File: config.mk
export PLATFORM = sky130hd
export DESIGN_NAME = serial_receiver
export DESIGN_NICKNAME = d
export VERILOG_FILES = /design/src/rtl/serial_receiver.sv
export SDC_FILE = /design/constraint.sdc
export NUM_CORES = 1
export LEC_CHECK = 0
export ABC_AREA = 1
export ABC_CLOCK_PERIOD_IN_PS = 1600
export BUFFER_PORTS_ARGS = -buffer_cell sky130_fd_sc_hd__buf_2
export CAP_MARGIN = 20
export CORE_MARGIN = 2
export CORE_UTILIZATION = 40
export CTS_CLUSTER_DIAMETER = 60
export DETAILED_ROUTE_END_ITERATION = 8
export HOLD_SLACK_MARGIN = 0.05
export PLACE_DENSITY = 0.59
export SLEW_MARGIN = 20
export SYNTH_ARGS = -nofsm -noshare
export SYNTH_HDL_FRONTEND = slang
export SYNTH_SLANG_ARGS = --single-unit
File: constraint.sdc
create_clock -name clock -period 1.6 [get_ports clock]
set_input_delay 0.32 -clock clock [delete_from_list [all_inputs] [get_ports clock]]
set_output_delay 0.32 -clock clock [all_outputs]
set_load 0.005 [all_outputs]
File: src/rtl/serial_receiver.sv
// 8N1 serial receiver: 2-flop synchroniser, mid-bit sampling, valid/ready output.
// Define SERIAL_RX_MAJORITY_VOTE_EN for 2-of-3 majority sampling.
module serial_receiver #(
  parameter int CYCLES_PER_BIT = 5000,
  parameter int HALF_BIT       = CYCLES_PER_BIT / 2
) (
  input  logic       clock,
  input  logic       reset,
  input  logic       serial_rx,
  output logic [7:0] rx_data,
  output logic       rx_data_available,
  input  logic       rx_ready,
  output logic       rx_framing_error,
  output logic       rx_overrun
);

  localparam int TW = $clog2(CYCLES_PER_BIT);
  localparam logic [TW-1:0] BIT_LAST = TW'(CYCLES_PER_BIT - 1);
  localparam logic [TW-1:0] HALF_LAST = TW'(HALF_BIT - 1);

  typedef enum logic [2:0] {
    IDLE,
    START,
    DATA,
    STOP,
    WAIT_IDLE
  } state_t;

  state_t        state, state_next;
  logic [TW-1:0] timer, timer_next;
  logic [2:0]    idx, idx_next;
  logic [7:0]    shift, shift_next;
  logic          sync1, rx_sync;
  logic          sample;
  logic          load, ferr, ovr;

  always_ff @(posedge clock) begin
    if (!reset) begin
      sync1   <= 1'b1;
      rx_sync <= 1'b1;
    end else begin
      sync1   <= serial_rx;
      rx_sync <= sync1;
    end
  end

`ifdef SERIAL_RX_MAJORITY_VOTE_EN
  // hist[0] is rx_sync one cycle ago, hist[1] two cycles ago
  logic [1:0] hist;

  always_ff @(posedge clock) begin
    if (!reset) hist <= 2'b11;
    else        hist <= {hist[0], rx_sync};
  end

  assign sample = (rx_sync & hist[0]) |
                  (rx_sync & hist[1]) |
                  (hist[0] & hist[1]);
`else
  assign sample = rx_sync;
`endif

  always_comb begin
    state_next = state;
    timer_next = (timer == BIT_LAST) ? '0 : timer + 1'b1;
    idx_next   = idx;
    shift_next = shift;
    load       = 1'b0;
    ferr       = 1'b0;
    ovr        = 1'b0;
    unique case (state)
      IDLE: begin
        timer_next = '0;
        if (!rx_sync) state_next = START;
      end
      START: begin
        if (timer == HALF_LAST) begin
          idx_next   = '0;
          state_next = sample ? IDLE : DATA;
        end
      end
      DATA: begin
        if (timer == BIT_LAST) begin
          shift_next[idx] = sample;
          idx_next        = idx + 3'd1;
          if (idx == 3'd7) state_next = STOP;
        end
      end
      STOP: begin
        if (timer == BIT_LAST) begin
          if (sample) begin
            if (!rx_data_available || rx_ready) load = 1'b1;
            else                                ovr  = 1'b1;
            state_next = IDLE;
          end else begin
            ferr       = 1'b1;
            state_next = WAIT_IDLE;
          end
        end
      end
      WAIT_IDLE: begin
        timer_next = '0;
        if (rx_sync) state_next = IDLE;
      end
      default: state_next = IDLE;
    endcase
    if (state_next != state) timer_next = '0;
  end

  always_ff @(posedge clock) begin
    if (!reset) begin
      state             <= IDLE;
      timer             <= '0;
      idx               <= '0;
      shift             <= '0;
      rx_data           <= 8'h00;
      rx_data_available <= 1'b0;
      rx_framing_error  <= 1'b0;
      rx_overrun        <= 1'b0;
    end else begin
      state            <= state_next;
      timer            <= timer_next;
      idx              <= idx_next;
      shift            <= shift_next;
      rx_framing_error <= ferr;
      rx_overrun       <= ovr;
      if (load) begin
        rx_data           <= shift;
        rx_data_available <= 1'b1;
      end else if (rx_ready) begin
        rx_data_available <= 1'b0;
      end
    end
  end

endmodule

==> results of run 1 <==
## power by group
part           switching, mW  internal [mW]  total (mW)
sequential           0.00596          0.999        1.01
combinational         0.0420         0.0315      0.0735
clock                  0.341          0.463       0.804
## metal layers
layer,routed length (µm),up-vias,GRT usage [%]
li1,-,850,-
met1,1730,687,18.3
met2,1690,17,23.5
met3,102,2,4.17
met4,15,0,5.03
met5,0,-,0
## logic make-up after synthesis
kind of cell / Yosys count / synth area share (%)
fa+ha+maj: 3 / 2.01
simple gates: 108 / 30.0
xor+xnor: 10 / 4.70
compound gates: 38 / 10.9
flops: 40 / 42.9
buf+inv: 45 / 9.46
## metrics by stage
step / instances / total power [mW] / TNS (ns) / instance area (µm²)
4_1_cts: 328 / 1.89 / 0 / 2220
5_1_grt: 333 / 1.96 / -2.34 / 2390
6_report: 333 / 1.88 / 0 / 2390
2_1_floorplan: 244 / 1.06 / 0 / 1870
3_3_place_gp: 320 / 1.09 / 0 / 2100
3_5_place_dp: 320 / 1.09 / -0.0321 / 2100
## path summary, 6_finish.rpt
| check | startpoint | end | slack (ns) | depth (start not counted) |
|---|---|---|---|---|
| max | timer[0] | timer[8] | 0.005 | 10 |
| min | serial_rx | sync1 | 0.22 | 2 |
| max reg2reg | timer[0] | timer[8] | 0.005 | 10 |
| min reg2reg | sync1 | rx_sync | 0.41 | 1 |
## state kept, by name, summed over array words and instances, names as in the netlist, 3 cells and up
register	flops
idx	3
rx_data	8
shift	8
state	3
timer	13
## worst reg2reg max path, cell delays in order, from the launching register on
cell       delay [ns]
dfxtp_2          0.36
ha_4             0.16
nand2_1          0.05
inv_1            0.06
nand2_2          0.06
nor2_4           0.11
nand4_1          0.16
nand4_1          0.19
nand3_4          0.12
clkbuf_16        0.18
nor2_2           0.09
## final cells by class
cell class / count / area share, %
flip-flops and latches: 40 / 33.7
inverters: 41 / 6.66
clock inverters: 2 / 1.47
well taps: 52 / 2.73
multi-input cells: 160 / 42.2
clock buffers: 6 / 3.04
repair buffers: 32 / 10.2
## layout by cell type (no fill, tap or decap), types with 2 or more instances in the layout
cell type	count
inv_2	4
o21ai_1	9
buf_6	2
nand2_2	5
a21oi_1	13
nor3_1	3
o21ai_2	4
ha_1	2
nand3_4	3
dfxtp_1	37
nand3_1	10
nor2_2	11
buf_2	14
xor2_1	9
buf_4	14
dfxtp_2	3
nand2_4	3
clkbuf_8	5
nor2_1	31
nor2_4	6
or2_2	2
nor3_2	4
inv_1	36
nand2_1	21
nand3_2	5
nand4_1	5
o21ai_0	7
## repair_timing
item | in CTS | in global routing
pin swaps | 1 | 17
gates cloned | 0 | 2
buffers inserted | 0 | 3
hold endpoints to repair | 0 | 0
gates resized for setup | 5 | 41
setup endpoints to repair | 19 | 34
==> metrics, run 1 <==
Hold-fix buffers, CTS 0; final-report hold violation count 0; Final period util 99.7%; final worst setup slack 0.00545 ns; slowest cell on the critical path dfxtp_2; crit-path cells ha_4 -> nand2_1 -> inv_1 -> nand2_2 -> nor2_4 -> nand4_1 -> nand4_1 -> nand3_4 -> clkbuf_16 -> nor2_2; critical path's largest stage delay 0.36 ns; RePlAce Congestion 0.789; CTS sink count 40; wire length per cell 10.6 µm; most common cell in the netlist dfxtp_1; # diodes 0; hold crit path type in -> reg; critical path data required time 1.83 ns; sequential-to-total area share from yosys stat 42.9%; synthesized cell area 1870 µm²; Worst Setup Path Type reg -> reg; Mapped Cells 244; drt total wl 3530 µm; Via Count 1556; Seq. cell area 805 µm²; run status finished clean; # fillers 415; count of cell types in the netlist 28; CORE AREA 4410 µm²; Pre-antenna DRT Iters 6; area grow syn2layout 28.0%; Data arrival, critical path 1.83 ns; Max rail drop VDD 0.000323 V; Worst-Margin Slew 0.373 ns; Syn Nets 251; ys flop type dfxtp_1; Area contributors post-synth dfxtp_1, inv_1, nor2_1; H-tree levels 2; Die ar. 5230 µm²; area of the multi-input gates 1010 µm²; Row Count 24; Ports 15; CP bufs+invs 2; initial antenna violation count 0; Yosys Warn Count 0; CP Launch Type register; Starting Density 42.3%; Finished Core Util 54.1%; clk buf depth 2; vias in the first global route 1374; share of cells above drive strength 1 33.1%; Synth top cells by count dfxtp_1, inv_1, nor2_1; P per Cell Area 789 nW/µm²; CP delay by family, top simple AND/OR/NAND/NOR gates; CTS buffer count 5; Worst-Skew Late Latency 0.29 ns; EDFF count, synth 0; Worst-path clk slew 0.08 ns; Tmin final 1.59 ns; leak pwr 0.956 nW; antenna viol nets, final 0; fmax 627 MHz; RSZ-0062 raised after global routing true; fraction of registers with async set/reset 0%; die width 72.3 µm; #FFs+latches synth 40; DRT iter0 DRCs 45; pre-CTS setup slack -0.0161 ns; final max-slew violation count 0; Residual DRC 0; first-pass GRT wire length 5910 µm; CTS tree done; GR Util All Layers 14.5%; DP HPWL 2480 µm; CP Capture Type register; fin nets 287; crit path max fanout 5; hold slack 0.218 ns; worst clock skew 0.00868 ns; Slew headroom 75.1%; Synth top area share 42.9%; Final setup viols 0; largest net degree at the start of global routing 21; Die Height 72.3 µm; total congestion overflow 0; vias per cell 4.67; port bufs 14; root buf cell clkbuf_8; Mapped Avg Cell Area 7.65 µm²; CP most frequent cell nand4_1; post-synth top area cell dfxtp_1; max cap viols 0
Note: power is estimated with default switching activity, not from simulation.
==> inputs of run 2 (changes only) <==
--- a/config.mk
+++ b/config.mk
@@ -9,12 +9,14 @@
 export ABC_CLOCK_PERIOD_IN_PS = 1600
 export BUFFER_PORTS_ARGS = -buffer_cell sky130_fd_sc_hd__buf_2
 export CAP_MARGIN = 20
+export CELL_PAD_IN_SITES_DETAIL_PLACEMENT = 0
+export CELL_PAD_IN_SITES_GLOBAL_PLACEMENT = 1
 export CORE_MARGIN = 2
-export CORE_UTILIZATION = 40
+export CORE_UTILIZATION = 39
 export CTS_CLUSTER_DIAMETER = 60
 export DETAILED_ROUTE_END_ITERATION = 8
 export HOLD_SLACK_MARGIN = 0.05
-export PLACE_DENSITY = 0.59
+export PLACE_DENSITY = 0.74
 export SLEW_MARGIN = 20
 export SYNTH_ARGS = -nofsm -noshare
 export SYNTH_HDL_FRONTEND = slang
==> run 2 against run 1 <==
Clock power fell by 13%. Non-clock buffer count did not move. Setup slack improved by 0.013 ns. Clock-buffer cell count unchanged. Total power shrank 5.5%. First-iteration DRC count shrank 16%. Critical path depth unchanged. Hold slack got worse by 0.0063 ns. Combinational power is essentially flat. Routed wire length rose by 2.0%. Core utilization fell by 3.0 points. Maximum frequency up 0.85%. Critical path type unchanged.
==> metrics, run 2 (synthesis results as in run 1) <==
run status finished clean (unchanged); Hold-fix buffers, CTS 0 (unchanged); Worst-Margin Slew 0.288 ns (was 0.373 ns); CP bufs+invs 2 (unchanged); RePlAce Congestion 0.792 (was 0.789); Worst Setup Path Type reg -> reg (unchanged); worst r2r path cells 10 (unchanged); RSZ-0062 raised after global routing true (unchanged); Pre-antenna DRT Iters 4 (was 6); H-tree levels 2 (unchanged); Worst-path clk slew 0.08 ns (about the same); vias per cell 4.66 (was 4.67); R2R Path End timer[12] (was timer[8]); worst clock skew 0.00502 ns (was 0.00868 ns); antenna viol nets, final 0 (unchanged); total congestion overflow 0 (unchanged); hold crit path type in -> reg (unchanged); wire length per cell 10.8 µm (was 10.6 µm); fmax 632 MHz (was 627 MHz); leak pwr 0.947 nW (was 0.956 nW); worst flop-to-flop path startpoint timer[1] (was timer[0]); Final period util 98.8% (was 99.7%); Row Count 25 (was 24); Die Height 73.2 µm (was 72.3 µm); max cap viols 0 (unchanged); CTS tree done (unchanged); # diodes 0 (unchanged); final max-slew violation count 0 (unchanged); commonest non-fill, non-tap cell in the layout dfxtp_1 (unchanged); area grow syn2layout 27.5% (was 28.0%); DP HPWL 2590 µm (was 2480 µm); CP Capture Type register (unchanged); Die ar. 5350 µm² (was 5230 µm²); Worst-Skew Late Latency 0.29 ns (about the same); Slew headroom 80.6% (was 75.1%); die width 73.2 µm (was 72.3 µm); sw frac 22.5% (was 20.7%); Final setup viols 0 (unchanged); # fillers 488 (was 415); top flop regs timer x13, rx_data x8, shift x8 (unchanged); Starting Density 40.0% (was 42.3%); Reg with most FFs timer (unchanged); Tmin final 1.58 ns (was 1.59 ns); CTS buffer count 5 (unchanged); CP Launch Type register (unchanged); CORE AREA 4660 µm² (was 4410 µm²); Int Power 1.38 mW (was 1.49 mW); critical path data required time 1.83 ns (about the same); crit-path cells ha_4 -> nand2_1 -> inv_1 -> nand2_2 -> nor2_4 -> nand4_1 -> nand4_1 -> nand3_4 -> buf_12 -> nor2_2 (was ha_4 -> nand2_1 -> inv_1 -> nand2_2 -> nor2_4 -> nand4_1 -> nand4_1 -> nand3_4 -> clkbuf_16 -> nor2_2); P per Cell Area 748 nW/µm² (was 789 nW/µm²); Via Count 1562 (was 1556); GR Util All Layers 14.7% (was 14.5%); clk buf depth 2 (unchanged); min-delay src serial_rx (unchanged); vias in the first global route 1454 (was 1374); port bufs 14 (unchanged); Max rail drop VDD 0.000466 V (was 0.000323 V); DRT iter0 DRCs 38 (was 45); r2r setup slk 0.02 ns (was 0.005 ns); CP delay by family, top simple AND/OR/NAND/NOR gates (unchanged); drt total wl 3610 µm (was 3530 µm); Ports 15 (unchanged); Clock power frac 39.5% (was 42.7%); most frequent cells in the layout dfxtp_1, inv_1, nor2_1, nand2_1, buf_4 (was dfxtp_1, inv_1, nor2_1, nand2_1); Data arrival, critical path 1.81 ns (was 1.83 ns); area of the multi-input gates 1010 µm² (about the same); total power 1.78 mW (was 1.88 mW); slowest cell on the critical path dfxtp_2 (unchanged); fin nets 287 (unchanged); critical path's largest stage delay 0.36 ns (about the same); initial antenna violation count 0 (unchanged); Finished Core Util 51.0% (was 54.1%); final-report hold violation count 0 (unchanged); TNS Setup 0 ns (unchanged); CP most frequent cell nand4_1 (unchanged); share of cells above drive strength 1 33.8% (was 33.1%); Residual DRC 0 (unchanged); Largest register FFs 13 (unchanged); Gate power share 4.1% (was 3.9%); hold endpoint sync1 (unchanged); CTS sink count 40 (unchanged); Seq. cell area 803 µm² (was 805 µm²); NetSw 400 µW (was 389 µW); worst hold stages 2 (unchanged); largest net degree at the start of global routing 21 (unchanged); crit path max fanout 7 (was 5); Seq pwr share 56.4% (was 53.4%); root buf cell clkbuf_8 (unchanged); first-pass GRT wire length 6210 µm (was 5910 µm)
==> run 2: cell count changes in the layout (fill, tap and decap cells not counted), moves of 2 or more <==
cell / delta
buf_6: -2
nand3_1: +2
nor3_2: -2
buf_4: +2
o21ai_1: -4
nor2_2: +4
nand3_2: -2
o21ai_2: +4
nor2_1: -3
clkinvlp_4: +2
==> run 2: worst max path at each step <==
stage | start | to | slack, ns | cells past startpoint
after global placement | timer[0] | timer[2] | -0.02 | 13
after floorplan | timer[0] | timer[11] | 0.05 | 13
after CTS | timer[1] | timer[0] | 0.001 | 10
after detailed placement | timer[0] | timer[2] | -0.04 | 13
final | timer[1] | timer[12] | 0.02 | 10
after global routing | timer[1] | timer[2] | -0.14 | 10
==> run 2: cell type report <==
| cell class | instances | area share (%) |
|---|---|---|
| inverter | 41 | 6.68 |
| tap | 54 | 2.84 |
| timing repair buffer | 32 | 9.99 |
| multi-input combinational | 160 | 42.6 |
| clock inverter | 2 | 0.631 |
| sequential | 40 | 33.8 |
| clock buffer | 6 | 3.47 |
==> run 2: layer usage <==
metal | up-vias | GRT usage (%) | wire length, µm
met4 | 0 | 4.32 | 32
met5 | - | 0 | 0
met1 | 689 | 16.9 | 1630
met2 | 19 | 26.5 | 1840
met3 | 4 | 3.73 | 102
li1 | 850 | - | -
==> run 2: power by group through the flow <==
| stage | registers, mW | logic (mW) | clock network [mW] |
|---|---|---|---|
| after floorplan | 1.03 | 0.0392 | 0 |
| after global placement | 1.03 | 0.0597 | 0 |
| after detailed placement | 1.03 | 0.0602 | 0 |
| after CTS | 1.00 | 0.0679 | 0.728 |
| after global routing | 1.00 | 0.0821 | 0.775 |
| final | 1.00 | 0.0737 | 0.702 |
==> run 2: per-stage QoR <==
step / cells / hold WS, ns / cell area [µm²] / setup slack, ns
6_report: 335 / 0.211 / 2380 / 0.0189
5_1_grt: 335 / 0.203 / 2380 / -0.143
4_1_cts: 334 / 0.203 / 2270 / 0.00129
3_5_place_dp: 323 / 0.400 / 2110 / -0.0405
3_3_place_gp: 323 / 0.393 / 2110 / -0.0232
2_1_floorplan: 244 / 0.393 / 1870 / 0.0476
==> run 2: repair_timing <==
action / CTS / global route
buffers inserted: 2 / 0
gates resized for setup: 6 / 40
setup endpoints to repair: 23 / 27
pin swaps: 1 / 13
endpoints found under the hold margin: 0 / 0
gates cloned: 1 / 1
==> inputs of run 3 (changes only) <==
--- a/config.mk
+++ b/config.mk
@@ -9,14 +9,12 @@
 export ABC_CLOCK_PERIOD_IN_PS = 1600
 export BUFFER_PORTS_ARGS = -buffer_cell sky130_fd_sc_hd__buf_2
 export CAP_MARGIN = 20
-export CELL_PAD_IN_SITES_DETAIL_PLACEMENT = 0
-export CELL_PAD_IN_SITES_GLOBAL_PLACEMENT = 1
 export CORE_MARGIN = 2
-export CORE_UTILIZATION = 39
+export CORE_UTILIZATION = 53
 export CTS_CLUSTER_DIAMETER = 60
 export DETAILED_ROUTE_END_ITERATION = 8
 export HOLD_SLACK_MARGIN = 0.05
-export PLACE_DENSITY = 0.74
+export PLACE_DENSITY = 0.75
 export SLEW_MARGIN = 20
 export SYNTH_ARGS = -nofsm -noshare
 export SYNTH_HDL_FRONTEND = slang
==> run 3 against run 2 <==
First-iteration DRC count rose by 97%. Non-clock buffer count is 1 lower. Clock-buffer cell count did not move. Cell count decreased by 2.7%. Flip-flop and latch count is the same. Highest routed layer unchanged.
==> metrics, run 3 (synthesis results as in run 1) <==
run status finished clean (unchanged); DRT iter0 DRCs 75 (was 38); final max-slew violation count 0 (unchanged); Worst Setup Path Type reg -> reg (unchanged); drt total wl 3610 µm (about the same); Final setup viols 0 (unchanged); vias in the first global route 1463 (was 1454); NetSw 368 µW (was 400 µW); wire length per cell 11.1 µm (was 10.8 µm); RePlAce Congestion 0.901 (was 0.792); CTS sink count 40 (unchanged); H-tree levels 2 (unchanged); port bufs 14 (unchanged); Pre-antenna DRT Iters 4 (unchanged); share of cells above drive strength 1 33.6% (was 33.8%); antenna viol nets, final 0 (unchanged); Seq pwr share 58.3% (was 56.4%); CORE AREA 3360 µm² (was 4660 µm²); leak pwr 0.936 nW (was 0.947 nW); CP Capture Type register (unchanged); Largest register FFs 13 (unchanged); Layout Cells excl Fill 326 (was 335); fin nets 286 (was 287); largest net degree at the start of global routing 21 (unchanged); Gate power share 4.1% (about the same); commonest non-fill, non-tap cell in the layout inv_1 (was dfxtp_1); Worst-path clk slew 0.11 ns (was 0.08 ns); Tmin final 1.58 ns (about the same); Worst-Skew Late Latency 0.35 ns (was 0.29 ns); sw frac 21.3% (was 22.5%); top flop regs timer x13, rx_data x8, shift x8 (unchanged); Int Power 1.36 mW (was 1.38 mW); worst hold stages 2 (unchanged); root buf cell clkbuf_4 (was clkbuf_8); vias per cell 4.84 (was 4.66); fmax 634 MHz (was 632 MHz); CTS buffer count 5 (unchanged); Die Height 63.3 µm (was 73.2 µm); design area 2310 µm² (was 2380 µm²); Worst-Margin Slew 0.333 ns (was 0.288 ns); DP HPWL 2560 µm (was 2590 µm); Clock power frac 37.6% (was 39.5%); RSZ-0062 raised after global routing true (unchanged); first-pass GRT wire length 6220 µm (was 6210 µm); Post-DP Area 2090 µm² (was 2110 µm²); most frequent cells in the layout inv_1, dfxtp_1, nor2_1, nand2_1, buf_4 (was dfxtp_1, inv_1, nor2_1, nand2_1, buf_4); Ports 15 (unchanged); CP Launch Type register (unchanged); crit path max fanout 5 (was 7); Max rail drop VDD 0.000550 V (was 0.000466 V); placed cells 314 (was 323); die width 63.3 µm (was 73.2 µm); area grow syn2layout 23.7% (was 27.5%); critical path data required time 1.84 ns (was 1.83 ns); Row Count 21 (was 25); Via Count 1578 (was 1562); # diodes 0 (unchanged); Final period util 98.6% (was 98.8%); Reg with most FFs timer (unchanged); GR Util All Layers 19.5% (was 14.7%); Data arrival, critical path 1.82 ns (was 1.81 ns); worst r2r path cells 10 (unchanged); worst clock skew 0.0105 ns (was 0.00502 ns); Slew headroom 77.8% (was 80.6%); initial antenna violation count 0 (unchanged); clk buf depth 2 (unchanged); hold crit path type in -> reg (unchanged); Starting Density 55.5% (was 40.0%); Die ar. 4010 µm² (was 5350 µm²); final-report hold violation count 0 (unchanged); max cap viols 0 (unchanged); total congestion overflow 0 (unchanged); total power 1.72 mW (was 1.78 mW); CTS tree done (unchanged); P per Cell Area 748 nW/µm² (about the same); Residual DRC 0 (unchanged)
run 3: cell types whose count changed in the layout (fill, tap and decap cells not counted), sizes merged:
cell	previous run	this run
clkinvlp	2	0
buf	32	31
bufinv	0	1
clkinv	0	1
run 3: what timing repair did:
action                                  4_1_cts  5_1_grt
endpoints found under the setup margin       25       32
hold endpoints to repair                      0        0
gates cloned                                  0        1
pin swaps                                     1        8
hold buffers                                  0        0
setup buffers                                 0        3
resized for setup                             4       38
run 3: per-stage QoR:
step	TNS [ns]	worst slack [ns]	hold WS, ns	utilization, %
2_1_floorplan	0	0.0476	0.393	-
4_1_cts	-0.00644	-0.00468	0.157	64.8
3_3_place_gp	0	0.00615	0.397	62.1
6_report	0	0.0221	0.160	68.6
5_1_grt	-0.670	-0.0674	0.154	68.6
3_5_place_dp	-0.721	-0.0545	0.406	62.1
run 3: path summary, 6_finish.rpt:
check             startpoint    endpoint  slack, ns
setup / recovery    timer[1]  rx_data[5]       0.02
hold / removal     serial_rx       sync1       0.16
setup reg to reg    timer[1]  rx_data[5]       0.02
hold reg to reg        sync1     rx_sync       0.43
run 3: critical path, stage by stage (launching register included):
cell and delay [ns]:
dfxtp_2 0.37, ha_4 0.16, nand2_2 0.05, inv_2 0.05, nand2_2 0.06, nor2_4 0.11
nand2_4 0.10, nor2_4 0.19, nand3_4 0.13, o21ai_0 0.19, nor2_1 0.06
run 3: per-layer routing:
layer  global-route usage (%)  up-vias  wire length [µm]
met1                     24.9      702              1650
met5                        0        -                 0
met4                     7.34        0                56
met2                     31.3       23              1780
li1                         -      846                 -
met3                     5.36        7               126
run 3: cell type report:
class	count	area, µm²
Clock inverter	2	35.0
Fill cell	293	1060
Tap cell	46	57.6
Sequential cell	40	812
Timing Repair Buffer	31	214
Inverter	41	159
Clock buffer	6	41.3
Multi-Input combinational cell	160	988
run 3: power by group through the flow:
stage,Combinational [mW],Clock [mW],Sequential [mW]
2_1_floorplan,0.0392,0,1.03
3_3_place_gp,0.0582,0,1.03
3_5_place_dp,0.0589,0,1.03
4_1_cts,0.0599,0.667,1.00
5_1_grt,0.0786,0.693,1.01
6_report,0.0703,0.648,1.01
